## src/rtl/host_line_pkg.sv

```systemverilog
// host_line_pkg
//   Shared constants, types and the unpacker state enum for host_line_packer.
//   DEF_LINE_W / DEF_WORD_W are the default widths of the cache line and the
//   miner word; WORDS_PER_LINE and IDX_W are derived from them.
package host_line_pkg;

    localparam int DEF_LINE_W     = 512;
    localparam int DEF_WORD_W     = 32;
    localparam int WORDS_PER_LINE = DEF_LINE_W / DEF_WORD_W;
    localparam int IDX_W          = $clog2(WORDS_PER_LINE);

    typedef logic [DEF_LINE_W-1:0] line_t;
    typedef logic [DEF_WORD_W-1:0] word_t;
    typedef logic [IDX_W-1:0]      idx_t;

    // Unpacker: EMPTY = no line buffered, HOLD = a line is being handed out.
    typedef enum logic {
        EMPTY = 1'b0,
        HOLD  = 1'b1
    } rd_state_e;

endpackage

```

## src/rtl/host_line_packer_if.sv

```systemverilog
// host_line_packer_if
//   Bundles the miner-side word handshakes and the DMA line-side signals.
//   master : the packer (pops/pushes DMA lines, sources rd_word, sinks wr_word)
//   slave  : the environment (DMA FIFOs plus miner)
//   Signals: dma_rd_data/dma_empty/dma_rd_en, rd_word/rd_word_valid/rd_word_ready,
//            wr_word/wr_word_valid/wr_word_ready, flush/flush_ack,
//            dma_wr_data/dma_full/dma_wr_en.
interface host_line_packer_if #(
    parameter int LINE_W = host_line_pkg::DEF_LINE_W,
    parameter int WORD_W = host_line_pkg::DEF_WORD_W
);
    logic [LINE_W-1:0] dma_rd_data;
    logic              dma_empty;
    logic              dma_rd_en;
    logic [WORD_W-1:0] rd_word;
    logic              rd_word_valid;
    logic              rd_word_ready;
    logic [WORD_W-1:0] wr_word;
    logic              wr_word_valid;
    logic              wr_word_ready;
    logic              flush;
    logic              flush_ack;
    logic [LINE_W-1:0] dma_wr_data;
    logic              dma_full;
    logic              dma_wr_en;

    modport master (
        input  dma_rd_data, dma_empty, rd_word_ready, wr_word, wr_word_valid,
               flush, dma_full,
        output dma_rd_en, rd_word, rd_word_valid, wr_word_ready, flush_ack,
               dma_wr_data, dma_wr_en
    );

    modport slave (
        output dma_rd_data, dma_empty, rd_word_ready, wr_word, wr_word_valid,
               flush, dma_full,
        input  dma_rd_en, rd_word, rd_word_valid, wr_word_ready, flush_ack,
               dma_wr_data, dma_wr_en
    );
endinterface

```

## src/rtl/host_word_packer.sv

```systemverilog
// host_word_packer
//   Write path: packs miner words into cache lines and pushes them to the DMA
//   write channel; a flush pads a partial line with PAD_WORD and pushes it.
//   Ports: clk, rst_n (async, active-low), wr_word/wr_word_valid/wr_word_ready,
//          flush/flush_ack, dma_wr_data/dma_full/dma_wr_en.
module host_word_packer
    import host_line_pkg::*;
#(
    parameter int                LINE_W   = DEF_LINE_W,
    parameter int                WORD_W   = DEF_WORD_W,
    parameter logic [WORD_W-1:0] PAD_WORD = '0
) (
    input  logic              clk,
    input  logic              rst_n,
    input  logic [WORD_W-1:0] wr_word,
    input  logic              wr_word_valid,
    output logic              wr_word_ready,
    input  logic              flush,
    output logic              flush_ack,
    output logic [LINE_W-1:0] dma_wr_data,
    input  logic              dma_full,
    output logic              dma_wr_en
);
    localparam int N  = LINE_W / WORD_W;
    localparam int IW = $clog2(N);
    localparam logic [IW-1:0] LAST_IDX = IW'(N - 1);

    logic [LINE_W-1:0] line_q, line_d;
    logic [IW-1:0]     wr_idx_q, wr_idx_d;
    logic              pending_q, pending_d;
    logic              flush_mark_q, flush_mark_d;   // pending line was produced by a flush
    logic              flush_wait_q, flush_wait_d;   // flush parked behind a pending line
    logic              idle_ack_q, idle_ack_d;       // flush with nothing to emit

    logic              drain;
    logic              ready;
    logic              accept;
    logic              flush_req;
    logic [IW:0]       idx_after;                    // fill level including this cycle's word
    logic [N-1:0]      pad_mask;

    assign drain     = pending_q & ~dma_full;
    // Output gated during reset so the miner never sees ready while held.
    assign ready     = rst_n & (~pending_q | ~dma_full);
    assign accept    = wr_word_valid & ready;
    assign flush_req = flush | flush_wait_q;
    assign idx_after = {1'b0, wr_idx_q} + {{IW{1'b0}}, accept};

    // Slots at or beyond the fill level are padded on a flush.
    for (genvar gi = 0; gi < N; gi++) begin : g_pad
        assign pad_mask[gi] = ((IW+1)'(gi) >= idx_after);
    end

    always_comb begin
        line_d       = line_q;
        wr_idx_d     = wr_idx_q;
        pending_d    = pending_q & ~drain;
        flush_mark_d = flush_mark_q & ~drain;
        flush_wait_d = flush_wait_q;
        idle_ack_d   = 1'b0;

        if (accept) begin
            line_d[wr_idx_q*WORD_W +: WORD_W] = wr_word;
            if (wr_idx_q == LAST_IDX) begin
                pending_d = 1'b1;
                wr_idx_d  = '0;
            end else begin
                wr_idx_d = wr_idx_q + 1'b1;
            end
        end

        if (flush_req) begin
            if (pending_q) begin
                // Re-evaluate once the outstanding line has left.
                flush_wait_d = 1'b1;
            end else begin
                flush_wait_d = 1'b0;
                if (idx_after == (IW+1)'(N)) begin
                    // Word N-1 just completed the line: ack rides on its push.
                    flush_mark_d = 1'b1;
                end else if (idx_after != '0) begin
                    for (int k = 0; k < N; k++) begin
                        if (pad_mask[k]) begin
                            line_d[k*WORD_W +: WORD_W] = PAD_WORD;
                        end
                    end
                    pending_d    = 1'b1;
                    flush_mark_d = 1'b1;
                    wr_idx_d     = '0;
                end else begin
                    idle_ack_d = 1'b1;
                end
            end
        end
    end

    always_ff @(posedge clk or negedge rst_n) begin
        if (!rst_n) begin
            line_q       <= '0;
            wr_idx_q     <= '0;
            pending_q    <= 1'b0;
            flush_mark_q <= 1'b0;
            flush_wait_q <= 1'b0;
            idle_ack_q   <= 1'b0;
        end else begin
            line_q       <= line_d;
            wr_idx_q     <= wr_idx_d;
            pending_q    <= pending_d;
            flush_mark_q <= flush_mark_d;
            flush_wait_q <= flush_wait_d;
            idle_ack_q   <= idle_ack_d;
        end
    end

    assign wr_word_ready = ready;
    assign dma_wr_en     = drain;
    assign dma_wr_data   = line_q;
    assign flush_ack     = (drain & flush_mark_q) | idle_ack_q;

endmodule

```

## src/rtl/host_line_packer.sv

```systemverilog
// host_line_packer
//   Width adapter between 32-bit miner words and 512-bit DMA cache lines.
//   Read side (inline): pops a line, hands it out word 0 first, streams
//   back-to-back lines without a bubble. Write side: host_word_packer.
//   Ports: clk, rst_n (async, active-low), bus (host_line_packer_if.master),
//          rd_line_cnt / wr_line_cnt (line counters).
//   Build option: define HOST_LINE_PACKER_STATS_EN to build the wrapping line
//   counters; otherwise both counter outputs are tied to zero.
module host_line_packer
    import host_line_pkg::*;
#(
    parameter int                LINE_W   = DEF_LINE_W,
    parameter int                WORD_W   = DEF_WORD_W,
    parameter int                CNT_W    = 16,
    parameter logic [WORD_W-1:0] PAD_WORD = '0
) (
    input  logic                clk,
    input  logic                rst_n,
    host_line_packer_if.master  bus,
    output logic [CNT_W-1:0]    rd_line_cnt,
    output logic [CNT_W-1:0]    wr_line_cnt
);
    localparam int N  = LINE_W / WORD_W;
    localparam int IW = $clog2(N);
    localparam logic [IW-1:0] LAST_IDX = IW'(N - 1);

    // ---------------- unpacker ----------------
    rd_state_e         state_q, state_d;
    logic [LINE_W-1:0] rd_line_q, rd_line_d;
    logic [IW-1:0]     rd_idx_q, rd_idx_d;
    logic              rd_en;
    logic [WORD_W-1:0] rd_words [N];

    for (genvar gi = 0; gi < N; gi++) begin : g_rd_words
        assign rd_words[gi] = rd_line_q[gi*WORD_W +: WORD_W];
    end

    always_comb begin
        state_d   = state_q;
        rd_line_d = rd_line_q;
        rd_idx_d  = rd_idx_q;
        rd_en     = 1'b0;
        case (state_q)
            EMPTY: begin
                // rst_n gate keeps the pop quiet while reset is held.
                if (rst_n && !bus.dma_empty) begin
                    rd_en     = 1'b1;
                    rd_line_d = bus.dma_rd_data;
                    rd_idx_d  = '0;
                    state_d   = HOLD;
                end
            end
            HOLD: begin
                if (bus.rd_word_ready) begin
                    if (rd_idx_q == LAST_IDX) begin
                        rd_idx_d = '0;
                        if (!bus.dma_empty) begin
                            // Reload on the last handshake: no bubble between lines.
                            rd_en     = 1'b1;
                            rd_line_d = bus.dma_rd_data;
                        end else begin
                            state_d = EMPTY;
                        end
                    end else begin
                        rd_idx_d = rd_idx_q + 1'b1;
                    end
                end
            end
            default: state_d = EMPTY;
        endcase
    end

    always_ff @(posedge clk or negedge rst_n) begin
        if (!rst_n) begin
            state_q   <= EMPTY;
            rd_line_q <= '0;
            rd_idx_q  <= '0;
        end else begin
            state_q   <= state_d;
            rd_line_q <= rd_line_d;
            rd_idx_q  <= rd_idx_d;
        end
    end

    assign bus.dma_rd_en     = rd_en;
    assign bus.rd_word_valid = (state_q == HOLD);
    assign bus.rd_word       = (state_q == HOLD) ? rd_words[rd_idx_q] : '0;

    // ---------------- packer ----------------
    logic              wr_ready;
    logic              wr_en;
    logic              ack;
    logic [LINE_W-1:0] wr_data;

    host_word_packer #(
        .LINE_W   (LINE_W),
        .WORD_W   (WORD_W),
        .PAD_WORD (PAD_WORD)
    ) u_packer (
        .clk           (clk),
        .rst_n         (rst_n),
        .wr_word       (bus.wr_word),
        .wr_word_valid (bus.wr_word_valid),
        .wr_word_ready (wr_ready),
        .flush         (bus.flush),
        .flush_ack     (ack),
        .dma_wr_data   (wr_data),
        .dma_full      (bus.dma_full),
        .dma_wr_en     (wr_en)
    );

    assign bus.wr_word_ready = wr_ready;
    assign bus.dma_wr_en     = wr_en;
    assign bus.dma_wr_data   = wr_data;
    assign bus.flush_ack     = ack;

    // ---------------- line counters ----------------
`ifdef HOST_LINE_PACKER_STATS_EN
    logic [CNT_W-1:0] rd_cnt_q, rd_cnt_d;
    logic [CNT_W-1:0] wr_cnt_q, wr_cnt_d;

    always_comb begin
        rd_cnt_d = rd_cnt_q + CNT_W'(rd_en);
        wr_cnt_d = wr_cnt_q + CNT_W'(wr_en);
    end

    always_ff @(posedge clk or negedge rst_n) begin
        if (!rst_n) begin
            rd_cnt_q <= '0;
            wr_cnt_q <= '0;
        end else begin
            rd_cnt_q <= rd_cnt_d;
            wr_cnt_q <= wr_cnt_d;
        end
    end

    assign rd_line_cnt = rd_cnt_q;
    assign wr_line_cnt = wr_cnt_q;
`else
    assign rd_line_cnt = '0;
    assign wr_line_cnt = '0;
`endif

endmodule

```

## src/flat_wrapper.sv

```systemverilog
// flat-port wrapper written by rule: the top's interface ports become plain ports
module host_line_packer_flat import host_line_pkg::*;
#(
    parameter int                LINE_W   = DEF_LINE_W,
    parameter int                WORD_W   = DEF_WORD_W,
    parameter int                CNT_W    = 16,
    parameter logic [WORD_W-1:0] PAD_WORD = '0
)
  (clk, rst_n, rd_line_cnt, wr_line_cnt, bus_dma_rd_data, bus_dma_empty, bus_rd_word_ready, bus_wr_word, bus_wr_word_valid, bus_flush, bus_dma_full, bus_dma_rd_en, bus_rd_word, bus_rd_word_valid, bus_wr_word_ready, bus_flush_ack, bus_dma_wr_data, bus_dma_wr_en);
  host_line_packer_if #(.LINE_W(LINE_W), .WORD_W(WORD_W)) bus_i ();
  input  logic clk;
  input  logic rst_n;
  output logic [CNT_W-1:0] rd_line_cnt;
  output logic [CNT_W-1:0] wr_line_cnt;
  input wire logic [$bits(bus_i.dma_rd_data)-1:0] bus_dma_rd_data;
  input wire logic [$bits(bus_i.dma_empty)-1:0] bus_dma_empty;
  input wire logic [$bits(bus_i.rd_word_ready)-1:0] bus_rd_word_ready;
  input wire logic [$bits(bus_i.wr_word)-1:0] bus_wr_word;
  input wire logic [$bits(bus_i.wr_word_valid)-1:0] bus_wr_word_valid;
  input wire logic [$bits(bus_i.flush)-1:0] bus_flush;
  input wire logic [$bits(bus_i.dma_full)-1:0] bus_dma_full;
  output wire logic [$bits(bus_i.dma_rd_en)-1:0] bus_dma_rd_en;
  output wire logic [$bits(bus_i.rd_word)-1:0] bus_rd_word;
  output wire logic [$bits(bus_i.rd_word_valid)-1:0] bus_rd_word_valid;
  output wire logic [$bits(bus_i.wr_word_ready)-1:0] bus_wr_word_ready;
  output wire logic [$bits(bus_i.flush_ack)-1:0] bus_flush_ack;
  output wire logic [$bits(bus_i.dma_wr_data)-1:0] bus_dma_wr_data;
  output wire logic [$bits(bus_i.dma_wr_en)-1:0] bus_dma_wr_en;
  assign bus_i.dma_rd_data = bus_dma_rd_data;
  assign bus_i.dma_empty = bus_dma_empty;
  assign bus_i.rd_word_ready = bus_rd_word_ready;
  assign bus_i.wr_word = bus_wr_word;
  assign bus_i.wr_word_valid = bus_wr_word_valid;
  assign bus_i.flush = bus_flush;
  assign bus_i.dma_full = bus_dma_full;
  assign bus_dma_rd_en = bus_i.dma_rd_en;
  assign bus_rd_word = bus_i.rd_word;
  assign bus_rd_word_valid = bus_i.rd_word_valid;
  assign bus_wr_word_ready = bus_i.wr_word_ready;
  assign bus_flush_ack = bus_i.flush_ack;
  assign bus_dma_wr_data = bus_i.dma_wr_data;
  assign bus_dma_wr_en = bus_i.dma_wr_en;
  host_line_packer #(.LINE_W(LINE_W), .WORD_W(WORD_W), .CNT_W(CNT_W), .PAD_WORD(PAD_WORD)) u_core (.clk(clk), .rst_n(rst_n), .bus(bus_i), .rd_line_cnt(rd_line_cnt), .wr_line_cnt(wr_line_cnt));
endmodule
```

## config.mk

```make
export PLATFORM = sky130hd
export DESIGN_NAME = host_line_packer_flat
export DESIGN_NICKNAME = d
export VERILOG_FILES = /design/src/rtl/host_line_pkg.sv /design/src/rtl/host_line_packer_if.sv /design/src/rtl/host_word_packer.sv /design/src/rtl/host_line_packer.sv /design/src/flat_wrapper.sv
export SDC_FILE = /design/constraint.sdc
export NUM_CORES = 2
export LEC_CHECK = 0
export CAP_MARGIN = 20
export CELL_PAD_IN_SITES_DETAIL_PLACEMENT = 2
export CELL_PAD_IN_SITES_GLOBAL_PLACEMENT = 2
export CORE_AREA = 2 2 436 438
export CTS_CLUSTER_SIZE = 14
export DETAILED_ROUTE_END_ITERATION = 7
export DIE_AREA = 0 0 438 440
export PLACE_DENSITY = 0.8
export REMOVE_ABC_BUFFERS = 1
export SYNTH_ARGS = -nofsm -noshare
export SYNTH_HDL_FRONTEND = slang
export SYNTH_HIERARCHICAL = 1
export SYNTH_SLANG_ARGS = --single-unit
```

## constraint.sdc

```tcl
create_clock -name clk -period 2.5 [get_ports clk]
set_clock_uncertainty 0.1 [all_clocks]
set_input_delay 0.25 -clock clk [delete_from_list [all_inputs] [get_ports clk]]
set_output_delay 0.25 -clock clk [all_outputs]
set_load 0.02 [all_outputs]
```

==> flow_summary_export.csv <==
group,metric,value,unit
drt,ant_nets,0,
floorplanning,die_h,440,µm
worst_setup_path,endpoint_kind,"primary output",
drt,viasPerCell,5.88,
pwr,power_density,1110,nW/µm²
clock_tree,clk_path_buf_depth,3,
placed_design,io_buffers,1099,
logic_synthesis,netlist.area_leader.share,54.0,%
worst_setup_path,crit_type,"flop to primary output",
drt,via_count,51700,
floorplanning,start_util,25.5,%
sta,tightest_slew,0.966,ns
floorplanning,rows,160,
final_layout,nets,6658,
sta,post-route-period-util,140,%
logic_synthesis,synth-seq-area-share,54.0,%
placed_design,dp_hpwl,177000,µm
logic_synthesis,async_reset_ff_share,100,%
grt,track_usage,32.6,%
worst_setup_path,critical_path.max_fanout,10,
grt,grt_pass1_wl,451000,µm
logic_synthesis,synthCells,4253,
pwr,total_power,89.6,mW
sta,setup_slack,-1.00,ns
clock_tree,root_buffer,"clkbuf_16",
logic_synthesis,ys_warn_count,6,
clock_tree,cts_made_buffers,130,
status,violations,"negative setup slack",
grt,grt_pass1_vias,55400,
flow_run,maxCapViolCount,0,
clock_tree,cts_tree,"built",
final_layout,synthToLayoutAreaGrowth,67.9,%
clock_tree,cts_num_sinks,1037,
worst_hold_path,hp-class,"input port to flop",
floorplanning,ios,1132,
clock_tree,clk_pin_slew_worst_paths,0.07,ns
logic_synthesis,synthFlopType,"dfrtp_1",
pwr,ir_drop,0.000699,V
sta,finalMaxSlewViolations,0,
drt,drc_errors,0,
floorplanning,die_area,193000,µm²
clock_tree,clock_latency,0.83,ns
sta,min_period,3.50,ns
logic_synthesis,synthesis.area,48100,µm²
sta,max_freq,285,MHz
logic_synthesis,synth_edf_count,0,
logic_synthesis,yosys.area.top_type,"dfrtp_1",
floorplanning,coreArea,189000,µm²
final_layout,fin_util,42.8,%
sta,hold_viol,0,
logic_synthesis,syn_area_per_cell,11.3,µm²
logic_synthesis,synth_common_cells,"dfrtp_1 (1037), o21ai_0 (491), nand3_1 (454)",
placed_design,placed_area,64300,µm²
sta,slew_headroom,35.6,%
placed_design,gp_congestion,0.848,
logic_synthesis,synth_cell_types,71,
grt,grt_start_max_net_pins,165,
drt,drtIter0Drc,5192,
drt,routed_wl,370000,µm
floorplanning,die_x,438,µm
sta,setup_viol,1046,
final_layout,drive_above_1_share,25.8,%
worst_setup_path,critPathArrivalTime,3.15,ns
worst_setup_path,worstPathRequired,2.15,ns
final_layout,final_area,80700,µm²
worst_setup_path,crit_path_start_kind,"flop",
placed_design,dp_slack,-0.691,ns
drt,avgRoutedWirePerCell,42.1,µm
grt,antenna_found_initial,60,
sta,rsz0062_at_grt,"true",
logic_synthesis,synthTopCellsByArea,"dfrtp_1 (54%), mux2_1 (9.4%), o21ai_0 (5.1%), mux2i_1 (4.9%), nand3_1 (4.7%)",
clock_tree,cts-htree-levels,4,
drt,firstDrtPassIters,5,
logic_synthesis,yosysMostFrequentCell,"dfrtp_1",
pwr,p_leak,34.2,nW
logic_synthesis,synth-seq-cells,1037,
grt,overflow,0,
sta,final.setup.tns,-267.53,ns
final_layout,fillCellCount,18500,
status,status,"finished, violations left",
-- where the power goes --
| part | switching (mW) | leakage (nW) | internal (mW) |
|---|---|---|---|
| Combinational | 26.3 | 18.2 | 17.2 |
| Clock | 9.54 | 2.14 | 11.4 |
| Sequential | 4.60 | 13.9 | 20.6 |
-- registers in the layout, summed over array words and instances, names as in the netlist --
signal / flops
u_core/u_packer/idle_ack_q: 1
u_core/rd_line_q: 512
u_core/u_packer/pending_q: 1
u_core/rd_idx_q: 4
u_core/u_packer/flush_mark_q: 1
u_core/bus.rd_word_valid: 1
u_core/u_packer/dma_wr_data: 512
u_core/u_packer/wr_idx_q: 4
u_core/u_packer/flush_wait_q: 1
-- worst paths after layout --
kind	start	end	slack, ns	cells past startpoint
max	u_core/rd_idx_q[0]	bus_rd_word[14]	-1.00	9
min reg2reg	u_core/u_packer/dma_wr_data[14]	u_core/u_packer/dma_wr_data[14]	0.38	1
min	bus_dma_rd_data[454]	u_core/rd_line_q[454]	0.04	2
min in group asynchronous	rst_n	u_core/u_packer/dma_wr_data[364]	0.32	4
max reg2reg	u_core/rd_idx_q[0]	u_core/rd_line_q[359]	-0.48	10
max in group asynchronous	rst_n	u_core/u_packer/dma_wr_data[16]	0.64	6
-- per-layer routing --
layer	share of wire, %	wire (µm)	track usage (%)
met1	33	122000	34.1
met2	47	175000	55.3
met3	9.5	35200	9.35
met4	10	38700	24.8
met5	0.043	158	0
-- cells by family after synthesis --
kind of cell | Yosys count | share of synthesized area [%]
compound gates | 1183 | 14.4
flops | 1037 | 54.0
mux | 767 | 17.7
simple gates | 737 | 8.00
buf+inv | 512 | 5.57
xor+xnor | 10 | 0.221
fa+ha+maj | 6 | 0.156
other cells | 1 | 0.00780
-- through the flow --
stage                     hold slack, ns  std cells
final                             0.0359       8796
after global routing              0.0168       8776
after CTS                      0.0000268       8611
after detailed placement           0.369       7770
after global placement             0.359       7770
after floorplan                   -0.146       3780
-- critical path, cell delays in order (launching register included) --
cell and delay, ns:
dfrtp_4 0.43, buf_12 0.17, clkbuf_16 0.19, buf_12 0.16, mux2i_1 0.56, a22oi_2 0.26
nand2_2 0.15, o22ai_2 0.10, buf_6 0.17, buf_6 0.13
-- cells in the final DEF (no fill, tap or decap), types with 36 or more instances in the layout --
master / n
dfrtp_1: 1033
nor3_1: 97
mux2_4: 53
buf_4: 291
buf_16: 43
a21oi_1: 155
a22oi_2: 188
clkdlybuf4s50_1: 1061
clkbuf_8: 36
nand4_1: 42
mux2i_1: 205
o21ai_0: 391
buf_12: 159
o21ai_1: 88
a21oi_2: 107
nand3_1: 450
buf_6: 83
mux2_1: 297
nand2_1: 41
diode_2: 80
a22oi_1: 109
clkbuf_1: 36
clkbuf_16: 170
dlygate4sd3_1: 483
mux2_2: 170
-- cell type report --
type	instances	area [µm²]	share of cell area, %
Clock buffer	203	3910	4.84
Antenna cell	80	200	0.248
Multi-Input combinational cell	2737	22700	28.1
Inverter	8	35.0	0.0434
Tap cell	2511	3140	3.89
Clock inverter	33	480	0.595
Timing Repair Buffer	2187	24400	30.2
Sequential cell	1037	26000	32.2
-- repair_timing --
action / CTS / global route
setup endpoints to repair: 976 / 1066
gates cloned: 49 / 49
pin swaps: 84 / 149
endpoints found under the hold margin: 589 / 1
gates resized for setup: 546 / 606
hold buffers: 482 / 1
buffers inserted: 76 / 85
Note: power is estimated with default switching activity, not from simulation.
